--- config.mk ---
export PLATFORM = sky130hd
export DESIGN_NAME = multicaster
export DESIGN_NICKNAME = d
export VERILOG_FILES = /design/src/rtl/multicaster.sv
export SDC_FILE = /design/constraint.sdc
export NUM_CORES = 1
export LEC_CHECK = 0
export BUFFER_PORTS_ARGS = -buffer_cell sky130_fd_sc_hd__buf_2
export CAP_MARGIN = 30
export CORE_MARGIN = 2
export CORE_UTILIZATION = 35
export CTS_BUF_LIST = sky130_fd_sc_hd__clkbuf_8
export CTS_CLUSTER_SIZE = 14
export DETAILED_ROUTE_END_ITERATION = 10
export SLEW_MARGIN = 40
export SYNTH_ARGS = -nofsm -noshare
export SYNTH_HDL_FRONTEND = slang
export SYNTH_SLANG_ARGS = --single-unit
--- constraint.sdc ---
create_clock -name clk -period 3.7 [get_ports clk]
set_clock_uncertainty 0.05 [all_clocks]
set_input_delay 0 -clock clk [delete_from_list [all_inputs] [get_ports clk]]
set_output_delay 0 -clock clk [all_outputs]
set_load 0.05 [all_outputs]
--- src/rtl/multicaster.sv ---
// Per-column multicaster: forwards BUS beats tagged with this column's id to the PE
// through a 2-entry FIFO and returns the PE result. Optional stall counter: MCAST_STALL_CNT_EN.
module multicaster #(
    parameter int DATA_WIDTH = 16,
    parameter int NUM_COL    = 4,
    localparam int IW        = (NUM_COL > 1) ? $clog2(NUM_COL) : 1
) (
    input  logic                    clk,
    input  logic                    rst_n,
    input  logic                    caster_en,
    input  logic [IW-1:0]           id,
    input  logic [7:0]              kernel_size,
    input  logic                    b_valid,
    output logic                    b_ready,
    input  logic [IW-1:0]           b_tag,
    input  logic [DATA_WIDTH-1:0]   ifmap_b2m,
    input  logic [DATA_WIDTH-1:0]   fltr_b2m,
    input  logic [2*DATA_WIDTH-1:0] psum_b2m,
    output logic                    pe_en,
    input  logic                    pe_ready,
    output logic [DATA_WIDTH-1:0]   ifmap_m2p,
    output logic [DATA_WIDTH-1:0]   fltr_m2p,
    output logic [2*DATA_WIDTH-1:0] psum_m2p,
    input  logic                    pe_valid,
    input  logic [2*DATA_WIDTH-1:0] psum_p2m,
    output logic                    m_valid,
    input  logic                    m_ready,
    output logic [2*DATA_WIDTH-1:0] psum_m2b,
    output logic [7:0]              ksize_q
`ifdef MCAST_STALL_CNT_EN
    ,
    output logic [15:0]             stall_cnt
`endif
);

    localparam int EW = 4 * DATA_WIDTH;

    // Handshakes: a transfer happens on a rising edge where valid and ready are both 1;
    // valid never depends on ready. b_valid/b_ready, pe_en/pe_ready, m_valid/m_ready.
    typedef enum logic [1:0] {
        IDLE   = 2'd0,
        STREAM = 2'd1,
        WAIT   = 2'd2,
        RETURN = 2'd3
    } state_t;

    state_t                  state_q, state_d;
    logic [7:0]              ksize_d;
    logic [7:0]              acc_cnt_q, acc_cnt_d;
    logic [7:0]              dlv_cnt_q, dlv_cnt_d;
    logic [EW-1:0]           mem_q [2];
    logic [EW-1:0]           mem_d [2];
    logic                    rd_ptr_q, rd_ptr_d;
    logic                    wr_ptr_q, wr_ptr_d;
    logic [1:0]              cnt_q, cnt_d;
    logic [2*DATA_WIDTH-1:0] psum_m2b_q, psum_m2b_d;

    logic [7:0] k_eff;
    logic       tag_hit;
    logic       push;
    logic       pop;

    assign k_eff   = (ksize_q == 8'd0) ? 8'd1 : ksize_q;
    assign tag_hit = (b_tag == id);

    always_comb begin
        b_ready = 1'b0;
        if (state_q != IDLE) begin
            if (!tag_hit) begin
                b_ready = 1'b1;
            end else if (state_q == STREAM && caster_en &&
                         cnt_q < 2'd2 && acc_cnt_q < k_eff) begin
                b_ready = 1'b1;
            end
        end
    end

    assign push     = b_valid && b_ready && tag_hit;
    assign pe_en    = (state_q == STREAM) && (cnt_q != 2'd0);
    assign pop      = pe_en && pe_ready;
    assign m_valid  = (state_q == RETURN);
    assign psum_m2b = psum_m2b_q;

    assign {ifmap_m2p, fltr_m2p, psum_m2p} = mem_q[rd_ptr_q];

    always_comb begin
        state_d    = state_q;
        ksize_d    = ksize_q;
        acc_cnt_d  = acc_cnt_q;
        dlv_cnt_d  = dlv_cnt_q;
        mem_d      = mem_q;
        rd_ptr_d   = rd_ptr_q;
        wr_ptr_d   = wr_ptr_q;
        cnt_d      = cnt_q;
        psum_m2b_d = psum_m2b_q;

        // Push is only possible below full and pop only above empty, so a
        // simultaneous push/pop never wraps the count.
        if (push) begin
            mem_d[wr_ptr_q] = {ifmap_b2m, fltr_b2m, psum_b2m};
            wr_ptr_d        = ~wr_ptr_q;
        end
        if (pop) begin
            rd_ptr_d = ~rd_ptr_q;
        end
        cnt_d = cnt_q + {1'b0, push} - {1'b0, pop};

        if (!caster_en) begin
            state_d   = IDLE;
            acc_cnt_d = 8'd0;
            dlv_cnt_d = 8'd0;
            rd_ptr_d  = 1'b0;
            wr_ptr_d  = 1'b0;
            cnt_d     = 2'd0;
        end else begin
            case (state_q)
                IDLE: begin
                    state_d   = STREAM;
                    ksize_d   = kernel_size;
                    acc_cnt_d = 8'd0;
                    dlv_cnt_d = 8'd0;
                end
                STREAM: begin
                    acc_cnt_d = acc_cnt_q + {7'd0, push};
                    dlv_cnt_d = dlv_cnt_q + {7'd0, pop};
                    if (pop && ({1'b0, dlv_cnt_q} + 9'd1 == {1'b0, k_eff})) begin
                        state_d = WAIT;
                    end
                end
                WAIT: begin
                    if (pe_valid) begin
                        psum_m2b_d = psum_p2m;
                        state_d    = RETURN;
                    end
                end
                RETURN: begin
                    if (m_ready) begin
                        state_d   = STREAM;
                        ksize_d   = kernel_size;
                        acc_cnt_d = 8'd0;
                        dlv_cnt_d = 8'd0;
                    end
                end
                default: state_d = IDLE;
            endcase
        end
    end

    always_ff @(posedge clk or negedge rst_n) begin
        if (!rst_n) begin
            state_q    <= IDLE;
            ksize_q    <= 8'd0;
            acc_cnt_q  <= 8'd0;
            dlv_cnt_q  <= 8'd0;
            mem_q[0]   <= '0;
            mem_q[1]   <= '0;
            rd_ptr_q   <= 1'b0;
            wr_ptr_q   <= 1'b0;
            cnt_q      <= 2'd0;
            psum_m2b_q <= '0;
        end else begin
            state_q    <= state_d;
            ksize_q    <= ksize_d;
            acc_cnt_q  <= acc_cnt_d;
            dlv_cnt_q  <= dlv_cnt_d;
            mem_q[0]   <= mem_d[0];
            mem_q[1]   <= mem_d[1];
            rd_ptr_q   <= rd_ptr_d;
            wr_ptr_q   <= wr_ptr_d;
            cnt_q      <= cnt_d;
            psum_m2b_q <= psum_m2b_d;
        end
    end

`ifdef MCAST_STALL_CNT_EN
    logic [15:0] stall_cnt_q, stall_cnt_d;

    always_comb begin
        stall_cnt_d = stall_cnt_q;
        if (state_q == IDLE) begin
            stall_cnt_d = 16'd0;
        end else if (pe_en && !pe_ready && stall_cnt_q != 16'hFFFF) begin
            stall_cnt_d = stall_cnt_q + 16'd1;
        end
    end

    always_ff @(posedge clk or negedge rst_n) begin
        if (!rst_n) begin
            stall_cnt_q <= 16'd0;
        end else begin
            stall_cnt_q <= stall_cnt_d;
        end
    end

    assign stall_cnt = stall_cnt_q;
`endif

endmodule

==> impl_metrics.toml, run 1 <==
[critical_path]
crit_chain = "inv_1 > ha_1 > a21oi_1 > nor2b_1 > o21ai_0 > nand2_1 > nor3_1 > inv_1 > ha_1 > inv_1 > ha_1 > xnor2_1 > xnor2_1 > and2_1"
crit_buf_inv = 3
cp.required_ps = 3980
r2r-start = "ksize_q[5]"
criticalPathCategory = "flip-flop to flip-flop"
crit_fanout = 5
end_kind = "flip-flop"
reg2reg_slack_ps = 860
slowest_delay_ps = 430
r2r_end = "cnt_q[1]"
cp_top_family = "adder cells"
rr_worst_depth = 14
crit_slowest_cell = "dfrtp_1"
startpoint_type = "flip-flop"
critPathArrivalTime_ps = 3120

[detailed_routing]
vias = 6127
via_per_inst = 4.73
drt-initial-drc-count = 256
drtAntennaViolNets = 0
drc_errors = 0
wl_per_cell_um = 15.5
firstDrtPassIters = 4
routed_wl_um = 20100

[hold_path]
hold_depth = 4
min-delay-start = "m_ready"
hp-class = "input port to flip-flop"
whs_endpoint = "state_q[0]"

[grt]
grt_first_pass_wirelength_um = 33100
grt_max_degree = 101
grt_remaining_overflow = 0
track_usage = 0.156
antenna_found_initial = 0
grt_pass1_vias = 6556

[sta]
finalWorstSetupSlack_ps = 858
worst_slew_pin_slew_ps = 646
period_minus_slack_ps = 2840
finalCritPeriodShare = 0.768
fmax_mhz = 352
setup-tns-final_ps = 0
hold-worst-slack_ps = 103
setup-violations-final = 0
final-max-slew-violation-count = 0
grt_setup_unrepaired = "false"
relSlewSlack = 0.569
final_hold_viol_count = 0

[synth]
synth_top_area_frac = 0.543
syn-num-nets = 761
netlist_instances = 628
synth_edf_count = 0
synth_xor_area_frac = 0.0210
synthAdderAreaFrac = 0.0257
synth_top_cells_by_area = "dfrtp_1 (54%), mux2_2 (28%), ha_1 (2.6%), mux2_1 (2.4%), buf_6 (1.4%)"
async_reset_ff_frac = 1.00
syn_area_per_cell_um2 = 13.9
synthMuxAreaShare = 0.300
synth_seq_cells = 190
synth_top_area_cell = "dfrtp_1"
synth_top_family_by_area = "multiplexers"
synth.most_common_cell = "mux2_2"
synth_cell_type_count = 44
synth-seq-area-share = 0.543
synth_common_cells = "mux2_2 (214), dfrtp_1 (190), nand2_1 (27)"
synth-compound-area-share = 0.0297
netlist_area_mm2 = 0.00875
yosys.area_share.simple = 0.0528
ys_warn_count = 0
ys.flop_type = "dfrtp_1"

[placed_design]
dp_hpwl_um = 13000
place.port_buffers = 221
gp_congestion = 0.806
post-place-ws_ps = 921

[cts]
clk_latency_ps = 460
post_cts_resized = 0
cts_tree = "yes"
htree_levels = 4
cts-root-buf = "clkbuf_8"
path_clk_slew_ps = 110
clkSinkCount = 190
cts_inserted_buffers = 17
clockBufferDepth = 2
cts_setup_buffers = 0
holdBufCountCts = 108

[layout]
n_fill_cell = 2207
final_nets = 1092
seqCellArea_mm2 = 0.00476
multiInputGateArea_mm2 = 0.00376
areaGrowthSynthToFinish_pct = 34.0
n_antenna_cell = 0
layout-drive-gt1-share = 0.496

[run]
drv_cap = 0

[floorplan]
design.die.area_mm2 = 0.0263
die_y_um = 162
ios = 222
start_util = 0.358
coreArea_mm2 = 0.0245
die_x_um = 162
rows = 57

[power]
p_per_area_mw_per_mm2 = 728
leakage_nw = 5.88
peakVddDrop_mv = 0.566
finalPower_mw = 8.54

[run_status]
outcome = "finished, final reports clean"
-- worst min-delay path: stages --
cell     delay [ps]
buf_2            80
nor2b_1          60
a21oi_1         290
a31oi_1         140
-- worst max path at each step --
stage	start	end	slack (ps)	cells after the start
floorplan	ksize_q[6]	cnt_q[1]	790	13
global placement	ksize_q[6]	cnt_q[1]	980	13
detailed placement	ksize_q[6]	cnt_q[1]	920	13
CTS	ksize_q[6]	cnt_q[1]	870	13
global route	ksize_q[6]	cnt_q[1]	580	13
finish	ksize_q[5]	cnt_q[1]	860	14
-- power by group --
part	total [mW]	leakage (nW)	internal [mW]	switching, mW
Combinational	4.17	3.14	1.30	2.87
Sequential	2.95	2.53	2.64	0.310
Clock	1.41	0.206	0.570	0.842
Total	8.54	5.88	4.52	4.02
-- final cells by class --
type | count | share of cell area
multi-input combinational | 397 | 0.321
clock inverter | 15 | 0.0148
timing repair buffer | 339 | 0.200
sequential | 190 | 0.405
clock buffer | 17 | 0.0199
inverter | 14 | 0.00448
tap | 324 | 0.0346
-- placed cells by master (no fill, tap or decap), types with 3 or more instances in the layout --
cell / instances
clkinv_8: 3
nor2_1: 14
inv_1: 15
buf_2: 220
and2_1: 5
xor2_1: 9
mux2_2: 214
a21oi_1: 5
xnor2_1: 12
o21a_1: 4
dfrtp_1: 189
o31ai_1: 3
inv_6: 5
buf_12: 4
nand3_1: 14
mux2_1: 19
buf_4: 4
nor3_1: 5
nand4_1: 4
nor2b_1: 4
ha_1: 18
nand2_1: 27
clkbuf_8: 17
o21ai_0: 14
dlygate4sd3_1: 109
-- stage by stage --
stage                util  std cells  area (µm²)
floorplan               -        628        8750
finish              0.480       1296       11700
global route        0.480       1296       11700
detailed placement  0.417       1154       10200
CTS                 0.478       1294       11700
global placement    0.417       1154       10200
-- registers in the layout (all words and copies together), names as in the netlist --
signal	cells
dlv_cnt_q	8
cnt_q	2
state_q	2
ksize_q	8
wr_ptr_q	1
psum_m2b	32
rd_ptr_q	1
acc_cnt_q	8
mem_q	128
-- cell families (layout without fill, tap and decap cells) --
kind of cell,count (synthesis),in the layout
buffers and inverters,41,385
multiplexers,233,233
AND/OR/NAND/NOR,88,88
XOR/XNOR,21,21
flip-flops,190,190
adder cells (fa/ha/maj),18,18
AO/OA/AOI/OAI,37,37
-- routing by layer --
layer | up-vias | track usage | wire, µm
met5 | - | 0 | 0
met4 | 0 | 0.0318 | 151
met3 | 11 | 0.0411 | 1180
met2 | 170 | 0.264 | 9630
met1 | 3048 | 0.203 | 9190
li1 | 2898 | - | -
Power figures use the tool's default switching activity.
==> run 2, diff against run 1 <==
==> constraint.sdc (replaced) <==
create_clock -name clk -period 2.72 [get_ports clk]
set_clock_uncertainty 0.05 [all_clocks]
set_input_delay 0 -clock clk [delete_from_list [all_inputs] [get_ports clk]]
set_output_delay 0 -clock clk [all_outputs]
set_load 0.05 [all_outputs]
==> impl_metrics.toml, run 2 (synthesized netlist as in run 1, its figures left out) <==
[run_status]
outcome = "finished, final reports clean"

[grt]
grt_first_pass_wirelength_um = 32700
track_usage = 0.155
grt_pass1_vias = 6459
antenna_found_initial = 0
grt_max_degree = 73
grt_remaining_overflow = 0

[critical_path]
crit_chain = "nor4_4 > a41oi_2 > o21ai_2 > a221oi_4 > buf_12 > nor4_4 > buf_12 > buf_12 > mux2_2"
slowest_delay_ps = 470
crit_slowest_cell = "dfrtp_2"
cp_top_family = "simple AND/OR/NAND/NOR gates"
crit_top_cell = "buf_12"
r2r-start = "ksize_q[2]"
critPathArrivalTime_ps = 2900
end_kind = "flip-flop"
critical_path.startpoint = "ksize_q[2]"
crit_buf_inv = 3
crit_fanout = 17
startpoint_type = "flip-flop"
cp.required_ps = 3010
criticalPathCategory = "flip-flop to flip-flop"

[layout]
stdcell_count = 1311
final_nets = 1107
regMostFlops = "mem_q"
final_common_cell = "buf_2"
layout_common_cells = "buf_2 (220), mux2_2 (214), dfrtp_1 (183), dlygate4sd3_1 (107), nand2_1 (27)"
n_antenna_cell = 0
areaGrowthSynthToFinish_pct = 36.3
largest_reg_flops = 128
layout-drive-gt1-share = 0.516

[floorplan]
die_y_um = 162
start_util = 0.358
rows = 57
coreArea_mm2 = 0.0245
ios = 222
die_x_um = 162
design.die.area_mm2 = 0.0263

[cts]
cts_inserted_buffers = 17
htree_levels = 4
clockBufferDepth = 2
clk_latency_ps = 450
path_clk_slew_ps = 110
clkSinkCount = 190
cts_tree = "yes"
cts-root-buf = "clkbuf_8"

[sta]
setup-tns-final_ps = 0
worst_slew_pin_slew_ps = 544
finalCritPeriodShare = 0.962
setup-violations-final = 0
relSlewSlack = 0.638
final_hold_viol_count = 0
fmax_mhz = 382
period_minus_slack_ps = 2620
final-max-slew-violation-count = 0

[detailed_routing]
vias = 6122
drtAntennaViolNets = 0
routed_wl_um = 20300
drt-initial-drc-count = 200
via_per_inst = 4.67
wl_per_cell_um = 15.5
firstDrtPassIters = 4
drc_errors = 0

[power]
leakage_nw = 5.96
p_per_area_mw_per_mm2 = 977
peakVddDrop_mv = 0.581

[placed_design]
dp_hpwl_um = 13400
place.port_buffers = 221
gp_congestion = 0.789
dp_cells = 1169

[hold_path]
hp-class = "input port to async pin"

[run]
drv_cap = 0
-- run 2: cell count changes in the layout (fill, tap and decap cells not counted), sizes merged --
cell / delta
dlygate4sd3: -2
clkinv: +1
buf: +16
clkbuf: +1
bufinv: -1
-- run 2: where the power goes --
group	leakage [nW]	switching (mW)	internal [mW]
registers	2.53	0.442	3.61
clock network	0.197	1.13	0.684
logic	3.24	3.94	1.84
total	5.96	5.52	6.13
-- run 2: per-stage QoR --
step	hold WS (ps)	power (mW)	utilization	area, µm²	setup slack [ps]
global placement	-3.46	9.68	0.426	10400	112
finish	45.6	11.7	0.488	11900	103
floorplan	-346	8.39	-	8770	32.8
global route	31.1	12.3	0.488	11900	-26.3
CTS	3.93	11.7	0.485	11900	59.7
detailed placement	-2.95	9.74	0.426	10400	102
-- run 2: final timing paths --
| path | end | slack (ps) | depth (start not counted) |
|---|---|---|---|
| max | mem_q[114] | 100 | 9 |
| min | mem_q[20] | 50 | 2 |
| max reg2reg | mem_q[114] | 100 | 9 |
| min reg2reg | mem_q[106] | 440 | 1 |
| max in group asynchronous | psum_m2b[9] | 1770 | 3 |
| min in group clk | rd_ptr_q | 50 | 5 |
-- run 2: per-layer routing --
layer / vias to the layer above / GRT usage / share of wire
met4: 0 / 0.0342 / 0.0080
met3: 10 / 0.0352 / 0.054
li1: 2929 / - / -
met2: 173 / 0.254 / 0.46
met5: - / 0 / 0
met1: 3010 / 0.211 / 0.48
-- run 2: worst reg2reg max path, cell delays in order (launching register included) --
cell and delay (ps):
dfrtp_2 470, nor4_4 300, a41oi_2 180, o21ai_2 210, a221oi_4 110, buf_12 150
nor4_4 290, buf_12 220, buf_12 180, mux2_2 350
-- run 2: timing repair --
| action | CTS | global route |
|---|---|---|
| buffers inserted | 0 | 3 |
| hold buffers | 107 | 0 |
| resized for setup | 0 | 5 |
| endpoints found under the setup margin | 0 | 44 |
| hold endpoints to repair | 322 | 0 |
-- run 2: layout make-up --
cell class | count | area (µm²)
clock inverter | 15 | 151
timing repair buffer | 354 | 2530
clock buffer | 17 | 234
multi-input combinational | 397 | 3790
tap | 324 | 405
fill | 2161 | 12500
inverter | 14 | 52.6
sequential | 190 | 4760
